`src/rtl/gcm_pkg.sv`:
```
// Shared state encoding, stream widths and keep/mask helpers for the GCM stream feeder.
package gcm_pkg;

    localparam int GCM_BEAT_W = 128;
    localparam int GCM_KEEP_W = 16;
    localparam int HOST_W     = 32;

    typedef enum logic [2:0] {
        IDLE     = 3'd0,
        AAD_FILL = 3'd1,
        AAD_SEND = 3'd2,
        PLD_FILL = 3'd3,
        PLD_SEND = 3'd4,
        DONE     = 3'd5
    } gcm_state_e;

    function automatic logic [GCM_KEEP_W-1:0] keep_from_count(input logic [4:0] nb);
        logic [GCM_KEEP_W-1:0] k;
        k = {GCM_KEEP_W{1'b0}};
        for (int i = 0; i < GCM_KEEP_W; i++) begin
            k[i] = (5'(i) < nb);
        end
        return k;
    endfunction

    function automatic logic [GCM_BEAT_W-1:0] keep_to_mask(input logic [GCM_KEEP_W-1:0] keep);
        logic [GCM_BEAT_W-1:0] m;
        m = {GCM_BEAT_W{1'b0}};
        for (int i = 0; i < GCM_KEEP_W; i++) begin
            m[8*i +: 8] = {8{keep[i]}};
        end
        return m;
    endfunction

endpackage

```
`src/rtl/gcm_word_packer.sv`:
```
// 32-to-128 word accumulator with word index and clear.
// GCM_FEEDER_BYTESWAP_EN byte-reverses each host word before packing.
module gcm_word_packer
    import gcm_pkg::*;
(
    input  logic                  clk,
    input  logic                  rst_n,
    input  logic                  clr,
    input  logic                  wr_en,
    input  logic [HOST_W-1:0]     wdata,
    output logic [GCM_BEAT_W-1:0] beat,
    output logic [1:0]            widx
);

    logic [GCM_BEAT_W-1:0] beat_q, beat_d;
    logic [1:0]            widx_q, widx_d;
    logic [HOST_W-1:0]     word_s;

`ifdef GCM_FEEDER_BYTESWAP_EN
    assign word_s = {wdata[7:0], wdata[15:8], wdata[23:16], wdata[31:24]};
`else
    assign word_s = wdata;
`endif

    // Next beat contents: clear wins over a word write
    always_comb begin
        beat_d = beat_q;
        widx_d = widx_q;
        if (clr) begin
            beat_d = {GCM_BEAT_W{1'b0}};
            widx_d = 2'd0;
        end else if (wr_en) begin
            beat_d[{widx_q, 5'd0} +: HOST_W] = word_s;
            widx_d = widx_q + 2'd1;
        end else begin
            beat_d = beat_q;
        end
    end

    // Beat and index registers
    always_ff @(posedge clk or negedge rst_n) begin
        if (!rst_n) begin
            beat_q <= {GCM_BEAT_W{1'b0}};
            widx_q <= 2'd0;
        end else begin
            beat_q <= beat_d;
            widx_q <= widx_d;
        end
    end

    assign beat = beat_q;
    assign widx = widx_q;

endmodule

```
`src/rtl/gcm_stream_feeder.sv`:
```
// Packs host words into GCM-ordered AAD then payload beats with keep/last.
// Optional host byte reversal via GCM_FEEDER_BYTESWAP_EN (in gcm_word_packer).
module gcm_stream_feeder
    import gcm_pkg::*;
(
    input  logic                  clk,
    input  logic                  rst_n,
    input  logic                  start,
    input  logic [63:0]           len_aad_bits,
    input  logic [63:0]           len_pld_bits,
    input  logic                  s_valid,
    output logic                  s_ready,
    input  logic [HOST_W-1:0]     s_data,
    output logic                  aad_valid,
    input  logic                  aad_ready,
    output logic                  aad_last,
    output logic [GCM_BEAT_W-1:0] aad_data,
    output logic [GCM_KEEP_W-1:0] aad_keep,
    output logic                  din_valid,
    input  logic                  din_ready,
    output logic                  din_last,
    output logic [GCM_BEAT_W-1:0] din_data,
    output logic [GCM_KEEP_W-1:0] din_keep,
    output logic                  busy,
    output logic                  done,
    output logic                  err
);

    gcm_state_e            state_q, state_d;
    logic [60:0]           aad_rem_q, aad_rem_d, pld_rem_q, pld_rem_d;
    logic                  err_q, err_d;
    logic                  start_d_q;
    logic                  start_edge_s, pk_clr_s, pk_wr_s, in_aad_s, last_word_s, last_s;
    logic [60:0]           cur_rem_s;
    logic [4:0]            nb_s, bytes_after_s;
    logic [GCM_KEEP_W-1:0] keep_s;
    logic [GCM_BEAT_W-1:0] beat_s, beat_masked_s;
    logic [1:0]            widx_s;

    gcm_word_packer u_packer (
        .clk   (clk),
        .rst_n (rst_n),
        .clr   (pk_clr_s),
        .wr_en (pk_wr_s),
        .wdata (s_data),
        .beat  (beat_s),
        .widx  (widx_s)
    );

    // Current-beat geometry derived from the active section's remaining bytes
    always_comb begin
        start_edge_s  = start & ~start_d_q;
        in_aad_s      = (state_q == AAD_FILL) || (state_q == AAD_SEND);
        cur_rem_s     = in_aad_s ? aad_rem_q : pld_rem_q;
        nb_s          = (cur_rem_s >= 61'd16) ? 5'd16 : cur_rem_s[4:0];
        bytes_after_s = {1'b0, widx_s, 2'b00} + 5'd4;
        last_word_s   = (bytes_after_s >= nb_s);
        last_s        = (cur_rem_s == {56'd0, nb_s});
        keep_s        = keep_from_count(nb_s);
        beat_masked_s = beat_s & keep_to_mask(keep_s);
    end

    // Next-state, counters and handshake decode
    always_comb begin
        state_d   = state_q;
        aad_rem_d = aad_rem_q;
        pld_rem_d = pld_rem_q;
        err_d     = err_q;
        pk_clr_s  = 1'b0;
        pk_wr_s   = 1'b0;
        case (state_q)
            IDLE, DONE: begin
                if (start_edge_s) begin
                    aad_rem_d = len_aad_bits[63:3];
                    pld_rem_d = len_pld_bits[63:3];
                    err_d     = 1'b0;
                    pk_clr_s  = 1'b1;
                    if ((len_aad_bits[2:0] != 3'd0) || (len_pld_bits[2:0] != 3'd0)) begin
                        err_d   = 1'b1;
                        state_d = IDLE;
                    end else if (len_aad_bits[63:3] != 61'd0) begin
                        state_d = AAD_FILL;
                    end else if (len_pld_bits[63:3] != 61'd0) begin
                        state_d = PLD_FILL;
                    end else begin
                        state_d = DONE;
                    end
                end else begin
                    state_d = IDLE;
                end
            end
            AAD_FILL, PLD_FILL: begin
                if (s_valid) begin
                    pk_wr_s = 1'b1;
                    if (last_word_s) begin
                        state_d = (state_q == AAD_FILL) ? AAD_SEND : PLD_SEND;
                    end else begin
                        state_d = state_q;
                    end
                end else begin
                    state_d = state_q;
                end
            end
            AAD_SEND: begin
                if (aad_ready) begin
                    pk_clr_s  = 1'b1;
                    aad_rem_d = aad_rem_q - {56'd0, nb_s};
                    if (!last_s) begin
                        state_d = AAD_FILL;
                    end else if (pld_rem_q != 61'd0) begin
                        state_d = PLD_FILL;
                    end else begin
                        state_d = DONE;
                    end
                end else begin
                    state_d = AAD_SEND;
                end
            end
            PLD_SEND: begin
                if (din_ready) begin
                    pk_clr_s  = 1'b1;
                    pld_rem_d = pld_rem_q - {56'd0, nb_s};
                    state_d   = last_s ? DONE : PLD_FILL;
                end else begin
                    state_d = PLD_SEND;
                end
            end
            default: begin
                state_d = IDLE;
            end
        endcase
    end

    // State, counters, error flag and start-edge history
    always_ff @(posedge clk or negedge rst_n) begin
        if (!rst_n) begin
            state_q   <= IDLE;
            aad_rem_q <= 61'd0;
            pld_rem_q <= 61'd0;
            err_q     <= 1'b0;
            start_d_q <= 1'b0;
        end else begin
            state_q   <= state_d;
            aad_rem_q <= aad_rem_d;
            pld_rem_q <= pld_rem_d;
            err_q     <= err_d;
            start_d_q <= start;
        end
    end

    // Outputs decode from registered state only, so valid never depends on ready
    assign s_ready   = (state_q == AAD_FILL) || (state_q == PLD_FILL);
    assign aad_valid = (state_q == AAD_SEND);
    assign din_valid = (state_q == PLD_SEND);
    assign aad_last  = aad_valid & last_s;
    assign din_last  = din_valid & last_s;
    assign aad_keep  = aad_valid ? keep_s : {GCM_KEEP_W{1'b0}};
    assign din_keep  = din_valid ? keep_s : {GCM_KEEP_W{1'b0}};
    assign aad_data  = aad_valid ? beat_masked_s : {GCM_BEAT_W{1'b0}};
    assign din_data  = din_valid ? beat_masked_s : {GCM_BEAT_W{1'b0}};
    assign busy      = s_ready | aad_valid | din_valid;
    assign done      = (state_q == DONE);
    assign err       = err_q;

endmodule

```
`config.mk`:
```
export PLATFORM = sky130hd
export DESIGN_NAME = gcm_stream_feeder
export DESIGN_NICKNAME = d
export VERILOG_FILES = /design/src/rtl/gcm_pkg.sv /design/src/rtl/gcm_word_packer.sv /design/src/rtl/gcm_stream_feeder.sv
export SDC_FILE = /design/constraint.sdc
export NUM_CORES = 1
export LEC_CHECK = 0
export ABC_CLOCK_PERIOD_IN_PS = 5850
export CORE_ASPECT_RATIO = 1.5
export CORE_MARGIN = 5
export CORE_UTILIZATION = 44
export DETAILED_ROUTE_END_ITERATION = 6
export GPL_ROUTABILITY_DRIVEN = 0
export PLACE_DENSITY_LB_ADDON = 0.08
export SLEW_MARGIN = 20
export SYNTH_ARGS = -nofsm -noshare
export SYNTH_HDL_FRONTEND = slang
export SYNTH_SLANG_ARGS = --single-unit
```
`constraint.sdc`:
```
create_clock -name clk -period 5.85 [get_ports clk]
set_input_delay 1.17 -clock clk [delete_from_list [all_inputs] [get_ports clk]]
set_output_delay 1.17 -clock clk [all_outputs]
set_load 0.01 [all_outputs]
```
==> results.py, run 1 <==
metrics = {
    "cells_and_area": {
        "drive_gt1_frac": 0.0501,
        "syn_to_final_growth_pct": 38.3,
        "final_core_util": 0.616,
        "final_nets": 2543,
    },
    "global_route": {
        "grt_overflow": 0,
        "grt_usage": 0.323,
        "grtUsageMet2": 0.569,
        "grt_start_max_net_pins": 124,
        "grt_busiest_layer": "met2",
        "antenna_found_initial": 2,
        "met1_usage": 0.377,
        "use_met3": 0.0698,
        "grt_pass1_vias": 17400,
        "grt_first_pass_wirelength_mm": 102,
    },
    "route": {
        "firstDrtPassIters": 5,
        "via_per_inst": 6.10,
        "wirelength_mm": 67.2,
        "vias": 17400,
        "ant_nets": 0,
        "drc": 0,
        "drt-initial-drc-count": 1778,
        "wl_per_cell_um": 23.5,
    },
    "logic_synthesis": {
        "synth_nets": 2143,
        "yosysSeqAreaShare": 0.403,
        "synth_edf_count": 0,
        "synth-seq-cells": 257,
        "synth_ff_type": "dfrtp_1",
        "syn_inst": 1956,
        "synthArstFlopShare": 1.00,
        "ys_types": 72,
        "syn_area_um2": 16000,
        "ys_warn_count": 0,
        "syn_avg_cell_area_um2": 8.16,
    },
    "sta": {
        "clock_skew_ns": 0.00897,
        "slew_violations": 0,
        "fin_crit_sh": 0.958,
        "setup_violations": 0,
        "relSlewSlack": 0.233,
        "worstMarginPinSlew_ns": 1.15,
        "rsz0062_at_grt": "no",
        "period_needed_ns": 5.60,
        "fmax_mhz": 178,
        "hold_ws_ns": 0.488,
        "hold_viol": 0,
        "fin_tns_setup_ns": 0,
    },
    "critical_path": {
        "arrival_ns": 4.43,
        "path_max_fanout": 26,
        "crit_type": "reg -> out",
        "end_kind": "primary output",
        "start_kind": "flop",
        "r2r_cells": 15,
        "critPathRequiredTime_ns": 4.68,
    },
    "min_path": {
        "hold_depth": 1,
        "hold_path.class": "reg -> reg",
    },
    "floorplan": {
        "die_x_um": 165,
        "num_io_pins": 462,
        "core.rowCount": 85,
        "die_area_um2": 40300,
        "core_um2": 35800,
        "fp.dieH_um": 243,
        "start_util": 0.445,
    },
    "clock_tree": {
        "cts.root.buffer_cell": "clkbuf_16",
        "clkLatencyLatePin_ns": 0.55,
        "cts_made_buffers": 27,
        "htree_levels": 1,
        "numClockSinks": 257,
        "cts_tree": "built",
        "clk_path_buf_depth": 3,
        "path_clk_slew_ns": 0.07,
        "post_cts_buffers": 0,
        "holdBufCountCts": 0,
    },
    "placed_design": {
        "portBuffers": 461,
        "dpl.hpwl_mm": 49.8,
    },
    "run": {
        "drv_cap": 0,
    },
    "power_and_ir_drop": {
        "totalPowerFinal_mw": 8.41,
        "irDropWorstVdd_mv": 0.215,
        "p_leak_nw": 8.79,
        "power_density_nw_per_um2": 381,
    },
    "outcome": {
        "status": "completed",
    },
}
-- cell usage after synthesis, drive strengths merged (27+ instances only) --
master    n  share of area
nor2    193          0.045
dfrtp   257           0.40
nand2   200          0.047
clkbuf  114          0.027
a22o     37          0.020
and3     41          0.016
or3      31          0.013
and2    233          0.091
a21oi   164          0.051
nor4     73          0.030
nor3     58          0.019
a22oi    64          0.030
o21ai    96          0.030
nand3    91          0.029
o22ai    27          0.011
-- layer usage --
metal,up-vias,part of all wire
met3,172,0.083
met1,8445,0.36
met2,888,0.51
met5,-,0.00016
li1,7901,-
met4,2,0.046
-- report_power, final --
part / switching (mW) / internal (mW) / leakage, nW
Clock: 0.774 / 1.18 / 0.484
Sequential: 0.714 / 2.32 / 3.29
Combinational: 2.14 / 1.29 / 5.02
Total: 3.63 / 4.78 / 8.79
-- cell type report --
type / instances / area, um^2
Antenna cell: 1 / 2.50
Clock buffer: 33 / 748
Clock inverter: 15 / 245
Fill cell: 3168 / 13800
Inverter: 22 / 83.8
Multi-Input combinational cell: 1555 / 9090
Sequential cell: 257 / 6430
Tap cell: 478 / 598
Timing Repair Buffer: 493 / 4870
-- sequential cells by signal, indices dropped and copies added (netlist names) --
signal	count
u_packer.beat	128
err	1
start_d_q	1
pld_rem_q	61
state_q	3
u_packer.widx	2
aad_rem_q	61
-- placed cells by master, fill, tap and decap left out, drive strengths merged, types with 8 or more instances in the layout --
cell type	n
a211oi	8
a21oi	164
a22o	37
a22oi	64
a2bb2oi	9
a31oi	12
a32oi	14
and2	233
and3	41
buf	33
clkbuf	33
clkdlybuf4s50	460
dfrtp	257
ha	19
inv	22
mux2i	17
nand2	200
nand2b	9
nand3	91
nand4	23
nor2	193
nor3	58
nor4	73
o21ai	96
o22a	12
o22ai	27
or2	14
or3	31
or4	16
-- kinds of logic (layout without fill, tap and decap cells) --
family / count (synthesis) / after routing / synth area share
buffers and inverters: 144 / 563 / 0.0341
xor gates and xnor gates: 7 / 7 / 0.00384
other: 0 / 1 / 0
and+or+nand+nor: 1006 / 1006 / 0.328
muxes: 18 / 18 / 0.0114
AOI/OAI and AO/OA: 503 / 503 / 0.202
DFF: 257 / 257 / 0.403
adders and majority gates: 21 / 21 / 0.0174
-- through the flow --
stage / instances / worst slack, ns / instance area, um^2
4_1_cts: 2853 / 0.0779 / 22000
2_1_floorplan: 1956 / 0.318 / 16000
3_5_place_dp: 2805 / 0.355 / 21000
5_1_grt: 2853 / 0.0719 / 22100
6_report: 2854 / 0.245 / 22100
3_3_place_gp: 2805 / 0.448 / 21000
-- critical path: stages (launching register included) --
cell and delay [ns]:
dfrtp_1 0.44, or4_1 0.62, or3_1 0.45, nor3_2 0.23, a41o_1 0.24, nand3_1 0.17, buf_4 0.28, nor3_4 0.40
a21oi_1 0.31, and2_1 0.27, clkdlybuf4s50_1 0.48
-- worst paths after layout --
kind / start / to / slack (ns)
max: pld_rem_q[53]$_DFFE_PN0P_ / aad_data[14] / 0.25
min reg2reg: err$_DFFE_PN0P_ / err$_DFFE_PN0P_ / 0.49
max reg2reg: pld_rem_q[53]$_DFFE_PN0P_ / aad_rem_q[58]$_DFFE_PN0P_ / 0.39
min in group asynchronous: rst_n / pld_rem_q[34]$_DFFE_PN0P_ / 0.56
min: err$_DFFE_PN0P_ / err$_DFFE_PN0P_ / 0.49
max in group asynchronous: rst_n / pld_rem_q[33]$_DFFE_PN0P_ / 3.91
-- repair_timing --
| item | in CTS | in global routing |
|---|---|---|
| gates cloned | 0 | 0 |
| pin swaps | 0 | 0 |
| gates resized for setup | 1 | 6 |
| setup endpoints to repair | 34 | 108 |
No activity file was read; power rests on OpenSTA's default activity.
==> inputs of run 2 (changes only) <==
--- a/config.mk
+++ b/config.mk
@@ -9,6 +9,7 @@
 export CORE_ASPECT_RATIO = 1.5
 export CORE_MARGIN = 5
 export CORE_UTILIZATION = 44
+export CTS_CLUSTER_SIZE = 40
 export DETAILED_ROUTE_END_ITERATION = 6
 export GPL_ROUTABILITY_DRIVEN = 0
 export PLACE_DENSITY_LB_ADDON = 0.08
==> results of run 2 <==
The final DEF is identical to that of run 1; final timing and power are the same.
